**config.mk**
```make
export PLATFORM = sky130hd
export DESIGN_NAME = serial_pattern_generator
export DESIGN_NICKNAME = d
export VERILOG_FILES = /design/src/rtl/serial_pattern_generator.sv
export SDC_FILE = /design/constraint.sdc
export NUM_CORES = 1
export LEC_CHECK = 0
export ABC_AREA = 1
export CAP_MARGIN = 20
export CORE_AREA = 2 2 79 81
export DETAILED_ROUTE_END_ITERATION = 6
export DIE_AREA = 0 0 81 83
export GPL_TIMING_DRIVEN = 1
export PLACE_DENSITY = 0.65
export SLEW_MARGIN = 5
export SYNTH_ARGS = -nofsm -noshare
export SYNTH_HDL_FRONTEND = slang
export SYNTH_SLANG_ARGS = --single-unit
```
**constraint.sdc**
```tcl
create_clock -name clk -period 1.83 [get_ports clk]
set_input_delay 0.549 -clock clk [delete_from_list [all_inputs] [get_ports clk]]
set_output_delay 0.549 -clock clk [all_outputs]
set_load 0.005 [all_outputs]
```
**src/rtl/serial_pattern_generator.sv**
```systemverilog
// -----------------------------------------------------------------------------
// serial_pattern_generator
//
// Serialises a programmed bit pattern onto a 1-bit line, MSB (bit len-1) first,
// one bit per clock. One command can repeat the pattern several times, either
// back-to-back or separated by a programmable number of idle cycles. This
// produces both overlapping and non-overlapping stimulus for the sequence
// detectors.
//
// Ports
//   clk        in   rising-edge system clock
//   reset      in   asynchronous active-low reset
//   start      in   command strobe, only sampled in IDLE
//   abort      in   ends the current command in SEND/GAP (no done pulse)
//   pattern    in   [WIDTH-1:0] bits to send
//   len        in   [LW-1:0] bits per repetition (clamped to WIDTH, 0 = none)
//   repeats    in   [7:0] repetition count (0 behaves as 1)
//   gap        in   [3:0] idle cycles between repetitions
//   out        out  serial data, 0 whenever out_valid is 0
//   out_valid  out  out carries a pattern bit this cycle
//   busy       out  high in SEND and GAP
//   done       out  single-cycle completion pulse
//
// Handshake: start is a level sampled at the clock edge while IDLE; there is
// no ready. A start seen in any other state is dropped, not queued. abort has
// priority over start in IDLE.
// -----------------------------------------------------------------------------
module serial_pattern_generator #(
  parameter  int WIDTH = 8,
  localparam int LW    = $clog2(WIDTH) + 1
) (
  input  logic             clk,
  input  logic             reset,
  input  logic             start,
  input  logic             abort,
  input  logic [WIDTH-1:0] pattern,
  input  logic [LW-1:0]    len,
  input  logic [7:0]       repeats,
  input  logic [3:0]       gap,
  output logic             out,
  output logic             out_valid,
  output logic             busy,
  output logic             done
);

  localparam int IW = $clog2(WIDTH);

  typedef enum logic [1:0] {
    S_IDLE = 2'd0,
    S_SEND = 2'd1,
    S_GAP  = 2'd2,
    S_DONE = 2'd3
  } state_e;

  state_e           state_q, state_d;
  logic [WIDTH-1:0] pat_q, pat_d;
  logic [LW-1:0]    len_q, len_d, len_eff;
  logic [IW-1:0]    idx_q, idx_d;
  logic [7:0]       rep_q, rep_d;
  logic [3:0]       gap_q, gap_d;
  logic [3:0]       gcnt_q, gcnt_d;
  logic             out_q, out_d;
  logic             ov_q, ov_d;
  logic             busy_q, busy_d;
  logic             done_q, done_d;

  assign len_eff = (len > LW'(WIDTH)) ? LW'(WIDTH) : len;

  always_comb begin
    state_d = state_q;
    pat_d   = pat_q;
    len_d   = len_q;
    idx_d   = idx_q;
    rep_d   = rep_q;
    gap_d   = gap_q;
    gcnt_d  = gcnt_q;

    case (state_q)
      S_IDLE: begin
        if (start && !abort) begin
          pat_d = pattern;
          len_d = len_eff;
          // rep counts repetitions still to send, including the current one
          rep_d = (repeats == 8'd0) ? 8'd1 : repeats;
          gap_d = gap;
          if (len_eff == '0) begin
            state_d = S_DONE;
          end else begin
            state_d = S_SEND;
            idx_d   = IW'(len_eff - LW'(1));
          end
        end
      end
      S_SEND: begin
        if (abort) begin
          state_d = S_IDLE;
        end else if (idx_q == '0) begin
          if (rep_q > 8'd1) begin
            rep_d = rep_q - 8'd1;
            if (gap_q != 4'd0) begin
              state_d = S_GAP;
              gcnt_d  = gap_q;
            end else begin
              idx_d = IW'(len_q - LW'(1));
            end
          end else begin
            state_d = S_DONE;
          end
        end else begin
          idx_d = idx_q - IW'(1);
        end
      end
      S_GAP: begin
        if (abort) begin
          state_d = S_IDLE;
        end else if (gcnt_q == 4'd1) begin
          state_d = S_SEND;
          idx_d   = IW'(len_q - LW'(1));
        end else begin
          gcnt_d = gcnt_q - 4'd1;
        end
      end
      S_DONE: begin
        state_d = S_IDLE;
      end
      default: begin
        state_d = S_IDLE;
      end
    endcase
  end

  // Outputs are registered from the next state so that the first bit shows up
  // in the cycle right after the edge that accepted start.
  always_comb begin
    ov_d   = (state_d == S_SEND);
    out_d  = ov_d & pat_d[idx_d];
    busy_d = (state_d == S_SEND) || (state_d == S_GAP);
    done_d = (state_d == S_DONE);
  end

  always_ff @(posedge clk or negedge reset) begin
    if (!reset) begin
      state_q <= S_IDLE;
      pat_q   <= '0;
      len_q   <= '0;
      idx_q   <= '0;
      rep_q   <= '0;
      gap_q   <= '0;
      gcnt_q  <= '0;
      out_q   <= 1'b0;
      ov_q    <= 1'b0;
      busy_q  <= 1'b0;
      done_q  <= 1'b0;
    end else begin
      state_q <= state_d;
      pat_q   <= pat_d;
      len_q   <= len_d;
      idx_q   <= idx_d;
      rep_q   <= rep_d;
      gap_q   <= gap_d;
      gcnt_q  <= gcnt_d;
      out_q   <= out_d;
      ov_q    <= ov_d;
      busy_q  <= busy_d;
      done_q  <= done_d;
    end
  end

  assign out       = out_q;
  assign out_valid = ov_q;
  assign busy      = busy_q;
  assign done      = done_q;

endmodule
```
# Word-level counts from Yosys, hierarchy flattened
# Cells that the tools add are included.
# totals
register_bits	36
inputBits	28
wordCells	83
# classes
add_sub_neg	5
magnitude_cmp	3
n_eq_ne	14
muxes	36
n_bitwise	1
reduce_logical	13
# op_table
operator	count
$mux W8	7
$mux W4	7
$mux W3	8
$mux W2	8
$pmux W8 S2	1
$ne A2 B2 Y1 const B	7
$pmux W3 S3	1
$sub A3 B1 Y3 const B	3
$eq A2 B2 Y1 const B	4
$gt A8 B1 Y1 const B	1
$logic_not A8 Y1	1
$pmux W2 S4	1
$pmux W4 S2	1
$sub A8 B1 Y8 const B	1
$reduce_and A7 Y1	1
$reduce_and A5 Y1	1
$eq A2 B1 Y1 const B	2
$eq A4 B1 Y1 const B	1
$gt A4 B4 Y1 const B	1
$logic_not A4 Y1	1
$lt A3 B4 Y1 const B	1
$reduce_bool A2 Y1	2
$reduce_bool A4 Y1	1
$sub A4 B1 Y4 const B	1
9 further kinds	9

# Logic depth before layout (Yosys ltp)
# Gate-level depths: netlist of run 1.
# logic_depth
word_depth	9
ltp_mapped	17
depth_no_buf	17

# Worst setup path before layout of run 1
# OpenSTA, ideal clock, no wires.
# synth_path
kind	input port to flip-flop
from	input len[0]
to	register out_q (netlist: out)
arrival_ns	1.909
path_slack_ns	-0.197
path_stages	13
path_buffers	0
path_cell_list	nor3_1 > o21ai_0 > ha_1 > nand2_1 > nand2_4 > nand2_2 > nand2_2 > a21oi_4 > nand2_4 > o21ai_1 > nor2_1 > nor2_1 > nor2_2
# synth_between
elab_chain_cells	9
elab_cells_between_ends	14
classes_between	add/sub: 1; order compare: 1; eq/ne: 1; mux: 9; bitwise: 1; reduce/logical: 1
# synth_lines
element	line_no	text
from (decl)	37	input logic [LW-1:0] len,
$gt A4 B4 Y1	67	assign len_eff = (len > LW'(WIDTH)) ? LW'(WIDTH) : len;
$mux W4 (*)	67	
$sub A3 B1 Y3 or $logic_not A4 Y1 (tied branches)	90, 86	
$mux W3 (*)	86	if (len_eff == '0) begin
$mux W3 (*)	80	if (start && !abort) begin
$pmux W3 S3 (*)	78	case (state_q)
via idx_d[0]	58	logic [IW-1:0] idx_q, idx_d;
$bmux W1 S3 (*)	136	out_d = ov_d & pat_d[idx_d];
$mux W1 (not written as such) (*)	136	
$and A1 B1 Y1 (*)	136	
via out_d	62	logic out_q, out_d;
to (signal assigned)	162	out_q <= out_d;
to (decl)	62	
# The timed path passes the listed nets; every way through them passes the cells marked *. The select of a mux whose other input is x is not followed.
# A chain may end at the register's enable or synchronous reset.

# Worst setup path after layout of run 1
# layout_path
from	register state_q[1]
to	register out_q (netlist: out)
# layout_between
elab_chain_cells	7
elab_cells_between_ends	18
classes_between	eq/ne: 4; mux: 12; bitwise: 1; reduce/logical: 1
# layout_lines
element	line_no	text
from (decl)	55	state_e state_q, state_d;
from (signal assigned)	155	state_q <= state_d;
$mux W2	100	if (gap_q != 4'd0) begin
$mux W2	98	if (rep_q > 8'd1) begin
$mux W2	97	end else if (idx_q == '0) begin
$mux W2	95	if (abort) begin
$pmux W2 S4	78	
$eq A2 B1 Y1	135	ov_d = (state_d == S_SEND);
$and A1 B1 Y1 (*)	136	
via out_d	62	
# Marks and branches as above.

==> results of run 1 <==
registers in the layout, summed over array words and instances (netlist names), 2 cells and up:
name     cells
gap_q        4
gcnt_q       4
idx_q        3
len_q        3
pat_q        8
rep_q        8
state_q      2
routing by layer:
layer | global-route usage (%) | routed length [um]
met4 | 6.78 | 141
met2 | 31.0 | 2960
met5 | 0 | 0
met3 | 4.13 | 235
met1 | 22.6 | 2590
kinds of logic (layout without fill, tap and decap cells):
logic type                 Yosys count  after routing  share of synthesized area, %
DFF                                 36             36                          39.2
xor gates and xnor gates             5              5                          1.91
AOI/OAI and AO/OA                   55             55                          13.8
adders and majority gates           11             11                          5.99
muxes                                2              2                         0.871
and+or+nand+nor                    140            140                          28.4
buffers and inverters               53            135                          9.86
synthesized netlist by cell type, drive strengths merged, types with 2 or more instances:
library cell / instances
nand2: 83
inv: 47
dfrtp: 36
nor2: 27
o21ai: 25
a21oi: 16
nand3: 14
ha: 11
nor3: 7
o211ai: 5
o22ai: 5
or2: 5
buf: 3
xnor2: 3
clkbuf: 2
mux2i: 2
nand4: 2
xor2: 2
final cells by class:
class,instances,area [um^2],area share [%]
flip-flops and latches,36,901,27.2
inverters,48,195,5.90
repair buffers,78,693,21.0
repair inverters,1,7.51,0.227
clock buffers,8,90.1,2.72
multi-input cells,213,1330,40.1
well taps,75,93.8,2.84
placed cells by master (no fill, tap or decap), types with 6 or more instances in the layout:
cell type | netlist | routed
a21oi_1 | 15 | 13
buf_4 | 0 | 43
buf_6 | 2 | 6
clkbuf_8 | 0 | 6
clkdlybuf4s50_1 | 0 | 24
dfrtp_1 | 36 | 36
ha_1 | 11 | 7
inv_1 | 35 | 30
inv_2 | 10 | 14
nand2_1 | 75 | 68
nand2_2 | 5 | 10
nand3_1 | 14 | 14
nor2_1 | 18 | 15
nor2_2 | 7 | 7
o21ai_0 | 19 | 10
o21ai_1 | 6 | 10
per-stage QoR:
stage               power [W]  hold slack [ns]
detailed placement    0.00356            0.460
global route          0.00493            0.203
floorplan             0.00273            0.253
CTS                   0.00428            0.198
global placement      0.00350            0.454
finish                0.00452            0.187
repair_timing:
item                                    in CTS  in global routing
resized for setup                           45                 24
pin swaps                                   17                 10
setup buffers                                3                  9
endpoints found under the setup margin      23                 15
cloned                                       0                  1
path summary, 6_finish.rpt:
path / from / end / slack (ns) / cells past startpoint
min in group clk: pat_q[0]$_DFF_PN0_ / pat_q[0]$_DFF_PN0_ / 0.49 / 2
worst min-delay path: reset / rep_q[7]$_DFFE_PN0P_ / 0.19 / 1
worst max-delay path: state_q[1]$_DFF_PN0_ / out$_DFF_PN0_ / -0.04 / 11
max in group asynchronous: reset / out$_DFF_PN0_ / 1.18 / 2
worst min register to register: pat_q[0]$_DFF_PN0_ / pat_q[0]$_DFF_PN0_ / 0.49 / 2
worst max register to register: state_q[1]$_DFF_PN0_ / out$_DFF_PN0_ / -0.04 / 11
power by group:
group          internal (W)  leakage, nW  switching (W)  total (W)
Sequential          0.00113        0.440       0.000213    0.00134
Clock              0.000307       0.0455       0.000292   0.000600
Combinational       0.00118         1.10        0.00140    0.00259
Total               0.00262         1.58        0.00191    0.00452
==> metrics.cfg, run 1 <==
[hold_path]
hold_path.class = in -> async

[synthesis]
synth_area_leaders = dfrtp_1 39%, nand2_1 12%, ha_1 6.0%
synth_cell_types = 37
ys.flop_type = dfrtp_1
ys_ff_latch = 36
ys_seq_area_share_pct = 39.2
ys_warn_count = 0
synth_edf_count = 0
synth_top_cell_by_area = dfrtp_1
avgSynthCellArea_um2 = 7.61
synth_area_um2 = 2300
ys_async_sr_fraction_pct = 100
synth_top_area_share_pct = 39.2
synth_nets = 341
netlist_instances = 302

[global_route]
track_usage_pct = 18.4
grt_pass1_wl_um = 9630
antenna_found_initial = 0
overflow = 0
grt_pass1_vias = 2128
grt_max_degree = 22

[critical_path]
critPathTopFamily = simple AND/OR/NAND/NOR gates
path_class = reg -> reg
arrival_ns = 2.06
crit_chain = nor2_2 -> inv_2 -> nor2_4 -> clkinvlp_4 -> buf_4 -> o21ai_1 -> nand2_2 -> o21ai_2 -> nor2_1 -> nor2_1 -> nor2_2
critPathMaxFanout = 5
endpoint_kind = flop
cp_num_buf_inv = 3
crit_required_ns = 2.02
cp-start-kind = flop
crit_path_max_incr_delay_ns = 0.44
crit_path_top_delay_cell = dfrtp_1

[final_layout]
nFillCells = 552
fin_cells = 459
nNetsFinal = 422
n_antenna_cell = 0
fin_util_pct = 56.9
final_cell_area_um2 = 3310
area_growth_pct = 44.0
drive_above_1_share_pct = 32.3

[sta]
skew_ns = 0.00511
tightest_slew_ns = 0.437
layout_min_cycle_time_ns = 1.87
tns_ns = -0.0412
relSlewSlack_pct = 70.9
setup_violations = 1
finalWorstSetupSlack_ns = -0.0412
finalHoldViolCount = 0
fmax_ghz = 0.534
rsz0062_at_grt = yes
finalCritPeriodShare_pct = 102
slew_viol_final = 0

[die]
io_pins = 32
fp-row-count = 28
dieArea_um2 = 6720
fp.dieW_um = 81
design.core.area_um2 = 5820
start_util_pct = 39.5
die_h_um = 83

[clock_network]
insertion_delay_ns = 0.30
cts_buffer_depth = 2
htreeDepth = 2
cts_buffers = 5
clock-root-buffer = clkbuf_8
cts_sinks = 36
path_clk_slew_ns = 0.07
hold_buffers = 0
tritoncts = done

[run]
cap_violations = 0

[place]
dp_cells = 438
place.gp.congestion = 0.870
post-place-ws_ns = -0.791
io_buffers = 31
hpwlAfterDp_um = 4240
place_area_um2 = 2960

[pwr]
irDropWorstVdd_v = 0.000722
p_leak_nw = 1.58
p_per_area_nw_per_um2 = 1370

[outcome]
outcome = finished, violations left
violations = negative setup slack

[route]
drt-pass1-iter-count = 4
wl_per_cell_um = 12.9
ant_nets = 0
vias_per_cell = 4.90
drc = 0
first_iter_violations = 101
vias = 2247
routed_wirelength_um = 5930

Power figures use the tool's default switching activity.
==> run 2, diff against run 1 <==
- CORE_AREA: 2 2 79 81 -> 2 2 101 64
- DIE_AREA: 0 0 81 83 -> 0 0 103 66
- PLACE_DENSITY: 0.65 -> 0.63
- clock period: 1.83 -> 2 ns (I/O delays scaled with it)
==> metrics.cfg, run 2 (synthesis results as in run 1) <==
[die]
die_h_um = 66
start_util_pct = 39.0
dieArea_um2 = 6800
fp-row-count = 22
design.core.area_um2 = 5890
io_pins = 32
fp.dieW_um = 103

[pwr]
p_leak_nw = 1.48
irDropWorstVdd_v = 0.000651
p_per_area_nw_per_um2 = 1230

[critical_path]
crit_chain = dlygate4sd2_1 -> buf_4 -> nor2_1 -> nand2_1 -> o21ai_0 -> a21oi_2 -> nand2_1 -> nand3_1 -> nand2_1 -> nand2_1 -> nand2_1 -> nor2_2
cp-start-kind = primary input
path_class = in -> reg
arrival_ns = 2.14
endpoint_kind = flop
crit_path_max_incr_delay_ns = 0.31
critPathTopFamily = simple AND/OR/NAND/NOR gates
critPathMaxFanout = 7
crit_required_ns = 2.18
crit_cells = 12
reg2reg_from = state_q[0]$_DFF_PN0_
crit_top_cell = nand2_1
reg2reg_depth = 9
worstSetupStartpoint = abort
crit_path_top_delay_cell = dlygate4sd2_1
cp_num_buf_inv = 2

[place]
dp_cells = 439
hpwlAfterDp_um = 4250
place.gp.congestion = 0.865
io_buffers = 31
place_area_um2 = 2900

[sta]
finalCritPeriodShare_pct = 97.8
setup_violations = 0
rsz0062_at_grt = yes
skew_ns = 0.00680
layout_min_cycle_time_ns = 1.96
slew_viol_final = 0
relSlewSlack_pct = 75.1
tightest_slew_ns = 0.371
fmax_ghz = 0.511
finalHoldViolCount = 0

[final_layout]
drive_above_1_share_pct = 26.0
area_growth_pct = 34.0
final_cell_area_um2 = 3080
fin_cells = 449
n_antenna_cell = 0
layout_common_cells = 71 x nand2_1, 36 x dfrtp_1, 32 x inv_1
reg_top3 = pat_q: 8 flops, rep_q: 8 flops
nNetsFinal = 403
layout_commonest_cell = nand2_1

[route]
routed_wirelength_um = 5610
vias_per_cell = 4.76
ant_nets = 0
wl_per_cell_um = 12.5
drt-pass1-iter-count = 4
vias = 2138
drc = 0
first_iter_violations = 129

[clock_network]
cts_buffers = 5
insertion_delay_ns = 0.29
cts_buffer_depth = 2
clock-root-buffer = clkbuf_8
path_clk_slew_ns = 0.07
htreeDepth = 2
tritoncts = done
cts_sinks = 36

[global_route]
met2_usage_pct = 25.7
globalRouteMet3Util_pct = 4.12
grt_pass1_wl_um = 9540
use_met1_pct = 28.2
overflow = 0
antenna_found_initial = 0
globalRoute.busiestLayer = met1
track_usage_pct = 18.3
grt_max_degree = 37
grt_pass1_vias = 2006

[hold_path]
hold_path.class = reg -> reg
hold_path_startpoint = len_q[1]$_DFFE_PN0P_
holdPathStages = 2

[run]
cap_violations = 0

[outcome]
outcome = completed

run 2: changes by cell type in the layout (fill, tap and decap cells not counted), sizes merged:
| cell | previous run | this run |
|---|---|---|
| buf | 52 | 32 |
| clkbuf | 8 | 5 |
| clkdlybuf4s50 | 24 | 25 |
| clkinv | 1 | 4 |
| clkinvlp | 2 | 1 |
| nor2 | 27 | 28 |
run 2: path summary, 6_finish.rpt:
kind | slack, ns | end
min | 0.50 | len_q[1]$_DFFE_PN0P_
min reg2reg | 0.50 | len_q[1]$_DFFE_PN0P_
min in group asynchronous | 0.68 | busy$_DFF_PN0_
max reg2reg | 0.08 | out$_DFF_PN0_
max in group asynchronous | 1.13 | gap_q[2]$_DFFE_PN0P_
max | 0.04 | out$_DFF_PN0_
run 2: worst min-delay path: cells and delay by family (launching register included):
kind               cells  cell delay (ns)
DFF                    1             0.35
and+or+nand+nor        1             0.05
AOI/OAI and AO/OA      1             0.06
run 2: metrics by stage:
stage	power, W	setup slack, ns	utilization [%]	setup TNS [ns]	hold slack (ns)
2_1_floorplan	0.00250	0.00263	-	0	0.304
3_3_place_gp	0.00312	-0.588	49.3	-8.47	0.457
3_5_place_dp	0.00315	-0.689	49.3	-9.06	0.471
4_1_cts	0.00373	0.00725	51.4	0	0.489
5_1_grt	0.00417	-0.0436	52.3	-0.0436	0.532
6_report	0.00380	0.0448	52.3	0	0.502
run 2: layout make-up:
| class | instances | area, um^2 |
|---|---|---|
| Clock inverter | 3 | 18.8 |
| Clock buffer | 5 | 68.8 |
| Inverter | 48 | 195 |
| Sequential cell | 36 | 901 |
| Tap cell | 84 | 105 |
| Fill cell | 581 | 2810 |
| Multi-Input combinational cell | 214 | 1260 |
| Timing Repair Buffer | 59 | 527 |
run 2: where the power goes:
part	switching, W	internal (W)	leakage [nW]
Sequential	0.000210	0.00103	0.440
Combinational	0.00118	0.000863	0.992
Clock	0.000275	0.000243	0.0479
run 2: routing by layer:
metal,up-vias,share of wire (%),wire length [um]
met2,53,41,2330
met3,2,5.1,289
met4,0,0.25,14
met5,-,0,0
li1,1099,-,-
met1,984,53,2980
run 2: what timing repair did:
item                                   4_1_cts  5_1_grt
gates resized for setup                     29       20
buffers inserted                             0        1
setup endpoints to repair                    7        4
hold buffers                                 0        0
pin swaps                                    9       16
endpoints found under the hold margin        0        0
cloned                                       1        0
